<file path="src/rtl/mem_port_arbiter_pkg.sv">
// Shared definitions for the memory-port arbiter: FSM state and read-owner encodings, and the latency timer width.
package mem_port_arbiter_pkg;

  localparam int LAT_W = 4;

  typedef enum logic {
    ST_IDLE = 1'b0,
    ST_WAIT = 1'b1
  } state_e;

  typedef enum logic {
    OWN_IF = 1'b0,
    OWN_EX = 1'b1
  } owner_e;

endpackage

</file>
<file path="src/rtl/mem_port_arbiter_lat_timer.sv">
// Loadable down-counter for the memory read latency. done_o is high while the count is 1,
// which is the cycle in which the read data is valid.
module mem_arb_lat_timer
  import mem_port_arbiter_pkg::*;
(
  input  logic             clk,
  input  logic             rst_n,
  input  logic             load_i,
  input  logic [LAT_W-1:0] load_val_i,
  output logic             done_o
);

  logic [LAT_W-1:0] cnt_q, cnt_d;

  always_comb begin
    cnt_d = cnt_q;
    if (load_i) begin
      cnt_d = load_val_i;
    end else if (cnt_q != '0) begin
      cnt_d = cnt_q - 1'b1;
    end
  end

  // NOTE: state registers use non-blocking assignments so that every flop samples pre-edge values.
  always_ff @(posedge clk or negedge rst_n) begin
    if (!rst_n) begin
      cnt_q <= '0;
    end else begin
      cnt_q <= cnt_d;
    end
  end

  assign done_o = (cnt_q == LAT_W'(1));

endmodule

</file>
<file path="src/rtl/mem_port_arbiter.sv">
// Arbitrates the shared memory port between instruction fetch (IF) and execute (EX). EX has priority.
// Define ARB_STARVE_GUARD_EN to force an IF grant after STARVE_MAX consecutive EX grants while IF waits.
module mem_port_arbiter
  import mem_port_arbiter_pkg::*;
#(
  parameter int ADDR_W     = 32,
  parameter int DATA_W     = 32,
  parameter int MEM_LAT    = 1,
  parameter int STARVE_MAX = 4
) (
  input  logic              clk,
  input  logic              rst,
  input  logic              if_req,
  input  logic [ADDR_W-1:0] if_addr,
  output logic              if_gnt,
  output logic              if_rvalid,
  output logic [DATA_W-1:0] if_rdata,
  input  logic              ex_req,
  input  logic              ex_we,
  input  logic [ADDR_W-1:0] ex_addr,
  input  logic [DATA_W-1:0] ex_wdata,
  output logic              ex_gnt,
  output logic              ex_rvalid,
  output logic [DATA_W-1:0] ex_rdata,
  output logic [ADDR_W-1:0] mem_addr,
  output logic [DATA_W-1:0] mem_wdata,
  output logic              mem_we,
  output logic              mem_re,
  input  logic [DATA_W-1:0] mem_rdata,
  output logic              stall
);

  localparam logic [LAT_W-1:0] LAT_LOAD = LAT_W'(MEM_LAT);

  state_e            state_q, state_d;
  owner_e            owner_q, owner_d;
  logic [DATA_W-1:0] if_rdata_q, if_rdata_d;
  logic [DATA_W-1:0] ex_rdata_q, ex_rdata_d;
  logic              if_rvalid_q, if_rvalid_d;
  logic              ex_rvalid_q, ex_rvalid_d;
  logic              timer_load;
  logic              timer_done;
  logic              force_if;

  mem_arb_lat_timer u_lat_timer (
    .clk       (clk),
    .rst_n     (rst),
    .load_i    (timer_load),
    .load_val_i(LAT_LOAD),
    .done_o    (timer_done)
  );

`ifdef ARB_STARVE_GUARD_EN
  localparam int SC_W = (STARVE_MAX < 1) ? 1 : $clog2(STARVE_MAX + 1);

  logic [SC_W-1:0] starve_cnt_q, starve_cnt_d;

  assign force_if = if_req && (starve_cnt_q == SC_W'(STARVE_MAX));

  // Counts EX wins that IF lost; any IF grant or IF going quiet restarts the count.
  always_comb begin
    starve_cnt_d = starve_cnt_q;
    if (!if_req || if_gnt) begin
      starve_cnt_d = '0;
    end else if (ex_gnt) begin
      starve_cnt_d = starve_cnt_q + 1'b1;
    end
  end

  always_ff @(posedge clk or negedge rst) begin
    if (!rst) begin
      starve_cnt_q <= '0;
    end else begin
      starve_cnt_q <= starve_cnt_d;
    end
  end
`else
  assign force_if = 1'b0;
`endif

  // NOTE: every output of this block gets a default first, so no path leaves a latch behind.
  always_comb begin
    state_d     = state_q;
    owner_d     = owner_q;
    if_rdata_d  = if_rdata_q;
    ex_rdata_d  = ex_rdata_q;
    if_rvalid_d = 1'b0;
    ex_rvalid_d = 1'b0;
    if_gnt      = 1'b0;
    ex_gnt      = 1'b0;
    mem_addr    = '0;
    mem_wdata   = '0;
    mem_we      = 1'b0;
    mem_re      = 1'b0;
    timer_load  = 1'b0;
    unique case (state_q)
      ST_IDLE: begin
        if (ex_req && !force_if) begin
          ex_gnt   = 1'b1;
          mem_addr = ex_addr;
          if (ex_we) begin
            mem_we    = 1'b1;
            mem_wdata = ex_wdata;
          end else begin
            mem_re     = 1'b1;
            owner_d    = OWN_EX;
            timer_load = 1'b1;
            state_d    = ST_WAIT;
          end
        end else if (if_req) begin
          if_gnt     = 1'b1;
          mem_addr   = if_addr;
          mem_re     = 1'b1;
          owner_d    = OWN_IF;
          timer_load = 1'b1;
          state_d    = ST_WAIT;
        end
      end
      ST_WAIT: begin
        // Data is captured now; rvalid and the return to IDLE land together next cycle.
        if (timer_done) begin
          state_d = ST_IDLE;
          if (owner_q == OWN_IF) begin
            if_rdata_d  = mem_rdata;
            if_rvalid_d = 1'b1;
          end else begin
            ex_rdata_d  = mem_rdata;
            ex_rvalid_d = 1'b1;
          end
        end
      end
      default: state_d = ST_IDLE;
    endcase
  end

  always_ff @(posedge clk or negedge rst) begin
    if (!rst) begin
      state_q     <= ST_IDLE;
      owner_q     <= OWN_IF;
      if_rdata_q  <= '0;
      ex_rdata_q  <= '0;
      if_rvalid_q <= 1'b0;
      ex_rvalid_q <= 1'b0;
    end else begin
      state_q     <= state_d;
      owner_q     <= owner_d;
      if_rdata_q  <= if_rdata_d;
      ex_rdata_q  <= ex_rdata_d;
      if_rvalid_q <= if_rvalid_d;
      ex_rvalid_q <= ex_rvalid_d;
    end
  end

  assign if_rvalid = if_rvalid_q;
  assign ex_rvalid = ex_rvalid_q;
  assign if_rdata  = if_rdata_q;
  assign ex_rdata  = ex_rdata_q;
  assign stall     = (if_req & ~if_gnt) | (ex_req & ~ex_gnt) | (state_q == ST_WAIT);

endmodule

</file>
<file path="config.mk">
export PLATFORM = sky130hd
export DESIGN_NAME = mem_port_arbiter
export DESIGN_NICKNAME = d
export VERILOG_FILES = /design/src/rtl/mem_port_arbiter_pkg.sv /design/src/rtl/mem_port_arbiter_lat_timer.sv /design/src/rtl/mem_port_arbiter.sv
export SDC_FILE = /design/constraint.sdc
export NUM_CORES = 1
export LEC_CHECK = 0
export ABC_AREA = 1
export BUFFER_PORTS_ARGS = -buffer_cell sky130_fd_sc_hd__buf_2
export CAP_MARGIN = 10
export CORE_AREA = 4 4 103 105
export DETAILED_ROUTE_END_ITERATION = 10
export DIE_AREA = 0 0 107 109
export PLACE_DENSITY_LB_ADDON = 0.08
export RECOVER_POWER = 50
export SYNTH_ARGS = -nofsm -noshare
export SYNTH_HDL_FRONTEND = slang
export SYNTH_SLANG_ARGS = --single-unit
</file>
<file path="constraint.sdc">
create_clock -name clk -period 1.7 [get_ports clk]
set_clock_uncertainty 0.1 [all_clocks]
set_input_delay 0.17 -clock clk [delete_from_list [all_inputs] [get_ports clk]]
set_output_delay 0.17 -clock clk [all_outputs]
set_load 0.02 [all_outputs]
</file>
==> results of run 1 <==
## cell families (layout without fill, tap and decap cells)
group                      after synthesis  count (layout)
and+or+nand+nor                        353             353
buffers and inverters                   73             394
DFF                                     72              72
AOI/OAI and AO/OA                        3               3
adders and majority gates                2               2
## worst reg2reg max path: stages, from the launching register on
cell and delay, ns:
dfrtp_1 0.39, inv_1 0.10, ha_1 0.22, nand2_2 0.10, nor2_4 0.10, buf_4 0.28
nand2_1 0.09, nand2_1 0.07
## registers in the layout, indices dropped and copies added (netlist names)
| name | count |
|---|---|
| owner_q | 1 |
| state_q | 1 |
| if_rvalid | 1 |
| u_lat_timer.cnt_q | 4 |
| if_rdata | 32 |
| ex_rvalid | 1 |
| ex_rdata | 32 |
## cell usage after synthesis
library cell,count
buf_2,20
inv_2,3
nor2_1,36
o31ai_1,1
buf_4,3
nand2_1,272
nand3_2,1
nor2_2,1
o21ai_0,2
inv_1,46
nand2_2,1
dfrtp_1,72
ha_1,2
clkbuf_1,1
nand3_1,39
nor2_4,3
## through the flow
stage | cells | hold slack (ns) | TNS (ns) | setup slack (ns)
2_1_floorplan | 503 | -0.226 | 0 | 0.219
3_3_place_gp | 892 | 0.0440 | 0 | 0.205
3_5_place_dp | 892 | 0.0454 | 0 | 0.198
4_1_cts | 951 | 0.0167 | -2.59 | -0.0702
5_1_grt | 957 | 0.0669 | -11.19 | -0.198
6_report | 957 | 0.0845 | -5.51 | -0.136
## metal layers
layer | up-vias | track usage (%) | share of wire [%]
li1 | 2130 | - | -
met3 | 51 | 7.64 | 7.7
met1 | 2067 | 29.5 | 39
met5 | - | 0 | 0
met2 | 196 | 40.9 | 49
met4 | 0 | 5.48 | 3.8
## layout make-up
type | count | area, um^2 | share of cell area, %
tap | 133 | 166 | 2.47
clock inverter | 6 | 35.0 | 0.520
multi-input combinational | 358 | 1880 | 27.9
clock buffer | 10 | 138 | 2.04
inverter | 49 | 191 | 2.84
sequential | 72 | 1800 | 26.7
timing repair buffer | 329 | 2530 | 37.5
## path summary, 6_finish.rpt
kind / start / endpoint / slack, ns / depth (start not counted)
max in group asynchronous: rst / ex_rdata[31]$_DFFE_PN0P_ / 0.17 / 3
min in group asynchronous: rst / ex_rdata[30]$_DFFE_PN0P_ / 0.39 / 2
hold reg to reg: ex_rdata[23]$_DFFE_PN0P_ / ex_rdata[23]$_DFFE_PN0P_ / 0.38 / 2
hold / removal: ex_req / owner_q$_DFFE_PN0P_ / 0.08 / 3
setup reg to reg: u_lat_timer.cnt_q[1]$_DFFE_PN0P_ / ex_rdata[6]$_DFFE_PN0P_ / 0.19 / 7
setup / recovery: state_q$_DFF_PN0_ / mem_wdata[5] / -0.14 / 5
## power by group through the flow
stage	clock, W	combinational (W)	sequential (W)
finish	0.00119	0.00605	0.00306
global route	0.00131	0.00654	0.00317
global placement	0	0.00505	0.00304
detailed placement	0	0.00514	0.00305
floorplan	0	0.00218	0.00401
CTS	0.00123	0.00569	0.00304
## repair_timing
action | CTS | global route
resized for setup | 141 | 134
pin swaps | 8 | 17
hold buffers | 34 | 0
gates cloned | 3 | 5
setup buffers | 6 | 4
endpoints found under the setup margin | 66 | 69
hold endpoints to repair | 78 | 0
==> flow_summary.yaml, run 1 <==
run_status:
  status: "finished with violations"
  violations: "negative setup slack"
sta:
  setup_viol: 66
  clock.fmax_mhz: 545
  period_share_pct: 108
  drv_slew: 0
  period_needed_ns: 1.84
  worst_slew_pin_slew_ns: 0.964
  rsz0062_at_grt: "true"
  fin_ws_ns: -0.136
  relSlewSlack_pct: 35.7
  hold_viol_final: 0
critical_path:
  crit_required_ns: 1.43
  slowest_stage: "dfrtp_2"
  critPathKind: "register to output port"
  crit_fanout: 8
  path_cells: "nor2_4 > nand2_4 > clkbuf_16 > nor2_4 > buf_6"
  endpoint_kind: "output port"
  startpoint_type: "register"
  cp_slowest_stage_delay_ns: 0.45
  cp_num_buf_inv: 2
  arrival_ns: 1.57
  critPathTopFamily: "flip-flops"
  worst_path_most_repeated_cell: "nor2_4"
final_layout:
  fin_util_pct: 70.0
  final_cell_mix: "228 x nand2_1, 199 x buf_2, 71 x dfrtp_1"
  diodes: 0
  layout_commonest_cell: "nand2_1"
  nFillCells: 771
  drive_above_1_share_pct: 48.5
  area_growth_pct: 89.3
  final_cell_area_um2: 6740
  layout.nets: 954
placed_design:
  dpl_cell_area_um2: 5120
  gp_congestion: 0.861
  place.detailed.hpwl_um: 10400
  port_buffers: 267
routing:
  postRouteAntennaNets: 0
  first_pass_iters: 4
  vias: 4444
  drc: 0
  wl_per_cell_um: 17.0
  finalWirelength_um: 16200
  drt-initial-drc-count: 285
  avgViaCountPerCell: 4.64
logic_synthesis:
  avgSynthCellArea_um2: 7.08
  netlist.area_leader.share_pct: 50.6
  synth_compound_area_share_pct: 0.492
  syn_nets: 638
  synth_top_family_by_area: "simple AND/OR/NAND/NOR gates"
  muxShareOfSynthArea_pct: 0
  yosys_warnings: 0
  synth_seq_cells: 72
  ys_top_cells_by_area: "dfrtp_1 51%, nand2_1 29%, nand3_1 5.5%, inv_1 4.8%, nor2_1 3.8%"
  synth_seq_area_share_pct: 50.6
  synth_xor_area_share_pct: 0
  syn-cell-area_um2: 3560
  postSynthCellCount: 503
  synthAdderAreaFrac_pct: 0.702
  synthDistinctLibCells: 16
  yosys.area_share.simple_pct: 39.5
  synth_top_area_cell: "dfrtp_1"
cts:
  htree_levels: 3
  max-clock-path-buffers: 2
  cts_made_buffers: 9
  clock_sinks: 72
  clkLatencyLatePin_ns: 0.34
  cts_tree: "built"
  root_buffer: "clkbuf_8"
  clk_pin_slew_ns: 0.07
pwr:
  finalPower_w: 0.0103
  pwr-share-comb_pct: 58.7
  powerDensity_nw_per_um2: 1530
  clkPwrFrac_pct: 11.6
  irDropWorstVdd_v: 0.000757
  switching_power_w: 0.00489
  seq_power_share_pct: 29.7
  swShare_pct: 47.5
  leakagePower_nw: 3.87
  p_int_w: 0.00541
global_routing:
  overflow: 0
  first_global_vias: 4234
  grt_max_degree: 35
  antenna_found_initial: 0
  track_usage_pct: 23.9
  grt_pass1_wl_um: 21700
floorplanning:
  die_w_um: 107
  ios: 268
  start_util_pct: 37.0
  dieArea_um2: 11700
  die_y_um: 109
  rows: 36
  coreArea_um2: 9640
run:
  max_cap_violations: 0
min_path:
  min_path_type: "primary input to register"
Power figures use the tool's default switching activity.
==> run 2: changes to the inputs <==
--- a/config.mk
+++ b/config.mk
@@ -7,10 +7,11 @@
 export LEC_CHECK = 0
 export ABC_AREA = 1
 export BUFFER_PORTS_ARGS = -buffer_cell sky130_fd_sc_hd__buf_2
-export CAP_MARGIN = 10
-export CORE_AREA = 4 4 103 105
+export CAP_MARGIN = 20
+export CORE_ASPECT_RATIO = 0.75
+export CORE_MARGIN = 4
+export CORE_UTILIZATION = 40
 export DETAILED_ROUTE_END_ITERATION = 10
-export DIE_AREA = 0 0 107 109
 export PLACE_DENSITY_LB_ADDON = 0.08
 export RECOVER_POWER = 50
 export SYNTH_ARGS = -nofsm -noshare
==> run 2 against run 1 <==
Compared with the run above:
- the run still ends with negative setup slack left
- sequential share of layout area up 0.94 points
- global-route usage up 2.2 points
- hold slack gained 0.017 ns
- sequential power barely moved
- design area decreased by 3.4%
- core utilization is 6.1 points higher
- critical endpoint is now mem_wdata[25]
- highest routed layer unchanged
==> flow_summary.yaml, run 2 (synthesis gave the netlist of run 1 again) <==
placed_design:
  gp_congestion: 0.901
  port_buffers: 267
  place.detailed.hpwl_um: 9930
  dpl_cell_area_um2: 5050
cts:
  htree_levels: 3
  max-clock-path-buffers: 2
  cts_tree: "built"
  clock_sinks: 72
  clkLatencyLatePin_ns: 0.33
  cts_made_buffers: 9
  clk_pin_slew_ns: 0.05
  root_buffer: "clkbuf_16"
run_status:
  status: "finished with violations"
  violations: "negative setup slack"
global_routing:
  overflow: 0
  antenna_found_initial: 1
  grt_pass1_wl_um: 21800
  first_global_vias: 4284
  track_usage_pct: 26.1
  grt_max_degree: 44
critical_path:
  cp_num_buf_inv: 2
  slowest_stage: "dfrtp_2"
  crit_fanout: 8
  crit_required_ns: 1.43
  path_cells: "nor2_4 > nand2_4 > buf_6 > nor2_2 > buf_4"
  endpoint_kind: "output port"
  critPathTopFamily: "flip-flops"
  cp_slowest_stage_delay_ns: 0.44
  critPathKind: "register to output port"
  arrival_ns: 1.50
  startpoint_type: "register"
routing:
  drc: 0
  avgViaCountPerCell: 4.88
  postRouteAntennaNets: 0
  finalWirelength_um: 15600
  vias: 4507
  first_pass_iters: 5
  drt-initial-drc-count: 312
  wl_per_cell_um: 16.9
floorplanning:
  coreArea_um2: 8560
  dieArea_um2: 10500
  ios: 268
  rows: 29
  die_y_um: 89.7
  die_w_um: 117
  start_util_pct: 41.6
final_layout:
  multiInputGateArea_um2: 1710
  layout_commonest_cell: "nand2_1"
  ff_latch_area_um2: 1800
  nFillCells: 631
  fin_util_pct: 76.1
  area_growth_pct: 82.9
  layout.nets: 945
  final_cell_area_um2: 6510
  final_cell_mix: "252 x nand2_1, 199 x buf_2, 71 x dfrtp_1"
  drive_above_1_share_pct: 44.8
sta:
  fin_ws_ns: -0.0667
  period_share_pct: 104
  hold_viol_final: 0
  worst_slew_pin_slew_ns: 0.773
  relSlewSlack_pct: 48.5
  clock.fmax_mhz: 566
  drv_slew: 0
  setup_viol: 48
  rsz0062_at_grt: "true"
  period_needed_ns: 1.77
  fin_hold_ws_ns: 0.101
pwr:
  pwr-share-comb_pct: 52.3
  leakagePower_nw: 3.79
  powerDensity_nw_per_um2: 1700
  switching_power_w: 0.00490
  clkPwrFrac_pct: 19.8
  finalPower_w: 0.0110
  p_int_w: 0.00615
  irDropWorstVdd_v: 0.00111
  swShare_pct: 44.3
  seq_power_share_pct: 28.0
min_path:
  min_path_type: "primary input to register"
run:
  max_cap_violations: 0
-- run 2: cell count changes in the layout (fill, tap and decap cells not counted), sizes merged --
cell	previous run	this run
diode	0	1
inv	48	49
clkinvlp	2	0
clkinv	5	2
buf	289	283
clkbuf	16	14
bufinv	0	3
-- run 2: path summary, 6_finish.rpt --
path	from	end	slack, ns	depth (start not counted)
max	state_q$_DFF_PN0_	mem_wdata[25]	-0.07	5
min	ex_req	owner_q$_DFFE_PN0P_	0.10	3
max reg2reg	u_lat_timer.cnt_q[1]$_DFFE_PN0P_	ex_rdata[20]$_DFFE_PN0P_	0.20	6
min reg2reg	ex_rdata[5]$_DFFE_PN0P_	ex_rdata[5]$_DFFE_PN0P_	0.38	2
max in group asynchronous	rst	if_rdata[30]$_DFFE_PN0P_	0.30	3
min in group asynchronous	rst	ex_rdata[20]$_DFFE_PN0P_	0.34	2
-- run 2: power groups by stage --
| stage | clock network, W | logic, W | registers, W |
|---|---|---|---|
| 2_1_floorplan | 0 | 0.00218 | 0.00401 |
| 6_report | 0.00218 | 0.00578 | 0.00309 |
| 4_1_cts | 0.00222 | 0.00549 | 0.00306 |
| 3_5_place_dp | 0 | 0.00506 | 0.00306 |
| 5_1_grt | 0.00230 | 0.00625 | 0.00317 |
| 3_3_place_gp | 0 | 0.00496 | 0.00305 |
-- run 2: stage by stage --
| step | TNS, ns | std cells | setup slack, ns |
|---|---|---|---|
| 2_1_floorplan | 0 | 503 | 0.219 |
| 3_3_place_gp | 0 | 865 | 0.155 |
| 3_5_place_dp | 0 | 865 | 0.126 |
| 4_1_cts | -3.49 | 920 | -0.0821 |
| 5_1_grt | -5.13 | 924 | -0.133 |
| 6_report | -1.18 | 924 | -0.0667 |
-- run 2: final cells by class --
type,count,share of cell area [%]
tap,108,2.07
timing repair buffer,320,35.8
multi-input combinational,358,26.2
sequential,72,27.7
clock inverter,5,1.59
clock buffer,11,3.73
antenna,1,0.0384
inverter,49,2.90
-- run 2: worst min-delay path, stage by stage --
cell and delay (ns):
buf_2 0.11, inv_2 0.12, o31ai_1 0.08
-- run 2: routing by layer --
metal	part of all wire [%]	wire length (um)	GRT usage [%]	vias up
met1	37	5770	32.5	2097
li1	-	-	-	2113
met4	3.7	572	5.83	0
met5	0	0	0	-
met2	51	7880	44.6	243
met3	8.7	1360	7.65	54
-- run 2: repair_timing --
| item | 4_1_cts | 5_1_grt |
|---|---|---|
| endpoints found under the setup margin | 66 | 68 |
| pin swaps | 1 | 9 |
| hold buffers | 34 | 0 |
| buffers inserted | 3 | 2 |
| gates cloned | 2 | 3 |
| endpoints found under the hold margin | 89 | 0 |
| gates resized for setup | 82 | 128 |
==> run 3: changes to the inputs <==
--- a/config.mk
+++ b/config.mk
@@ -5,7 +5,6 @@
 export SDC_FILE = /design/constraint.sdc
 export NUM_CORES = 1
 export LEC_CHECK = 0
-export ABC_AREA = 1
 export BUFFER_PORTS_ARGS = -buffer_cell sky130_fd_sc_hd__buf_2
 export CAP_MARGIN = 20
 export CORE_ASPECT_RATIO = 0.75
==> run 3 against run 2 <==
Compared with the run above:
- the run still ends with negative setup slack left
- maximum frequency down 2.1%
- setup slack worse by 0.038 ns
- register-to-register slack worse by 0.15 ns
- die area down 2.6%
- routed wire length down 23%
- synthesized cell count down 50%
==> flow_summary.yaml, run 3 <==
run_status:
  status: "finished with violations"
  violations: "negative setup slack"
floorplanning:
  coreArea_um2: 8450
  rows: 29
  dieArea_um2: 10200
  ios: 268
  die_y_um: 88.6
  start_util_pct: 40.9
  die_w_um: 115
placed_design:
  post-place-ws_ns: 0.00112
  place.detailed.hpwl_um: 8650
  port_buffers: 267
  gp_congestion: 0.733
critical_path:
  endpoint_kind: "output port"
  r2r-end: "if_rdata[28]$_DFFE_PN0P_"
  arrival_ns: 1.53
  r2r-start: "u_lat_timer.cnt_q[1]$_DFFE_PN0P_"
  r2r_slack_ns: 0.05
  crit_fanout: 11
  rr_worst_depth: 5
  critPathKind: "register to output port"
  crit_required_ns: 1.43
  startpoint_type: "register"
logic_synthesis:
  avgSynthCellArea_um2: 13.7
  synth_ff_type: "dfrtp_1"
  postSynthCellCount: 253
  synth_most_common_cell: "dfrtp_1"
  async_flop_share_pct: 100
  syn-cell-area_um2: 3460
  synth_seq_area_share_pct: 52.1
  synthDistinctLibCells: 27
  synth_seq_cells: 72
  ys_top_cells_by_area: "dfrtp_1 52%, mux2_4 13%, mux2_1 10%, a22o_1 8.1%, and3_1 5.8%"
  synth_top_area_cell: "dfrtp_1"
  synth-edff-count: 0
  yosys_warnings: 0
  ys_top_cells_by_count: "72 x dfrtp_1, 32 x a22o_1, 32 x and3_1, 32 x mux2_1, 29 x mux2_4"
  netlist.area_leader.share_pct: 52.1
  syn_nets: 388
sta:
  period_needed_ns: 1.80
  worst_slew_pin_slew_ns: 0.963
  rsz0062_at_grt: "true"
  setup_viol: 65
  clock.fmax_mhz: 554
  relSlewSlack_pct: 35.8
  period_share_pct: 106
  tns_ns: -4.01
  fin_ws_ns: -0.105
  drv_slew: 0
  hold_viol_final: 0
global_routing:
  grt_pass1_wl_um: 17000
  first_global_vias: 3242
  antenna_found_initial: 0
  grt_max_degree: 73
  overflow: 0
  track_usage_pct: 21.8
min_path:
  hold_depth: 2
  min_path_type: "primary input to register"
  hp-start: "ex_we"
  min_to: "owner_q$_DFFE_PN0P_"
routing:
  drt-initial-drc-count: 221
  first_pass_iters: 4
  vias: 3285
  avgViaCountPerCell: 4.87
  drc: 0
  finalWirelength_um: 12000
  wl_per_cell_um: 17.8
  postRouteAntennaNets: 0
final_layout:
  layout_commonest_cell: "buf_2"
  final_cell_mix: "192 x buf_2, 71 x dfrtp_1, 34 x buf_6"
  drive_above_1_share_pct: 56.5
  area_growth_pct: 70.7
  fin_util_pct: 69.9
  layout.nets: 696
cts:
  cts_tree: "built"
  cts_made_buffers: 9
  root_buffer: "clkbuf_16"
  clkLatencyLatePin_ns: 0.33
  max-clock-path-buffers: 2
  clk_pin_slew_ns: 0.05
  htree_levels: 3
  clock_sinks: 72
pwr:
  irDropWorstVdd_v: 0.00113
  leakagePower_nw: 3.08
  powerDensity_nw_per_um2: 1710
  finalPower_w: 0.0101
run:
  max_cap_violations: 0
-- run 3: cell types whose count changed in the layout (fill, tap and decap cells not counted), moves of 22 or more --
cell      delta
nand3_1     -37
mux2_1      +32
clkbuf_1    +32
a22o_1      +32
buf_6       -26
nor2_4      -23
and3_1      +22
nand2_1    -250
inv_1       -41
mux2_4      +29
-- run 3: how the worst max path moves through the flow --
stage	startpoint	end	slack, ns	cells after the start
after floorplan	u_lat_timer.cnt_q[1]$_DFFE_PN0P_	if_rdata[0]$_DFFE_PN0P_	0.07	6
after detailed placement	u_lat_timer.cnt_q[1]$_DFFE_PN0P_	if_rdata[29]$_DFFE_PN0P_	0.001	5
final	state_q$_DFF_PN0_	mem_wdata[30]	-0.10	5
after CTS	state_q$_DFF_PN0_	mem_wdata[6]	-0.08	5
after global placement	u_lat_timer.cnt_q[1]$_DFFE_PN0P_	if_rdata[27]$_DFFE_PN0P_	0.05	5
after global routing	state_q$_DFF_PN0_	mem_wdata[30]	-0.16	5
-- run 3: cell families after synthesis --
family | share of synthesized area (%)
muxes | 24.6
AOI/OAI and AO/OA | 9.07
xor gates and xnor gates | 0.253
buffers and inverters | 4.52
adders and majority gates | 0.723
and+or+nand+nor | 8.79
DFF | 52.1
-- run 3: area by class of cell --
| cell class | count | area [um^2] |
|---|---|---|
| Sequential cell | 72 | 1800 |
| Antenna cell | 1 | 2.50 |
| Inverter | 5 | 18.8 |
| Clock inverter | 6 | 58.8 |
| Timing Repair Buffer | 318 | 2070 |
| Clock buffer | 10 | 239 |
| Fill cell | 647 | 2550 |
| Multi-Input combinational cell | 155 | 1580 |
| Tap cell | 108 | 135 |
-- run 3: stage by stage --
stage,hold slack (ns),instances,instance area [um^2]
after floorplan,-0.226,253,3460
after global placement,0.127,620,4970
after detailed placement,0.127,620,4970
after CTS,0.103,674,5900
after global routing,0.166,674,5910
final,0.146,675,5910
-- run 3: repair_timing --
action / CTS / global route
hold buffers: 33 / 0
resized for setup: 79 / 13
pin swaps: 1 / 3
cloned: 1 / 1
buffers inserted: 4 / 0
hold endpoints to repair: 136 / 0
endpoints found under the setup margin: 69 / 95
-- run 3: per-layer routing --
layer / track usage (%) / routed length (um) / up-vias
li1: - / - / 1542
met1: 28.6 / 4920 / 1581
met2: 35.5 / 5950 / 148
met3: 5.74 / 844 / 14
met4: 7.36 / 275 / 0
met5: 0 / 0 / -
-- run 3: worst max-delay path: stages (launching register included) --
cell and delay, ns:
dfrtp_2 0.44, nor2b_4 0.16, buf_6 0.14, clkbuf_16 0.15, and3_1 0.18, buf_6 0.13
-- run 3: report_power, final --
group          internal [W]  switching, W  leakage [nW]
Clock               0.00117      0.000688         0.152
Combinational       0.00236       0.00280          2.07
Sequential          0.00259      0.000526         0.857
Total               0.00611       0.00402          3.08
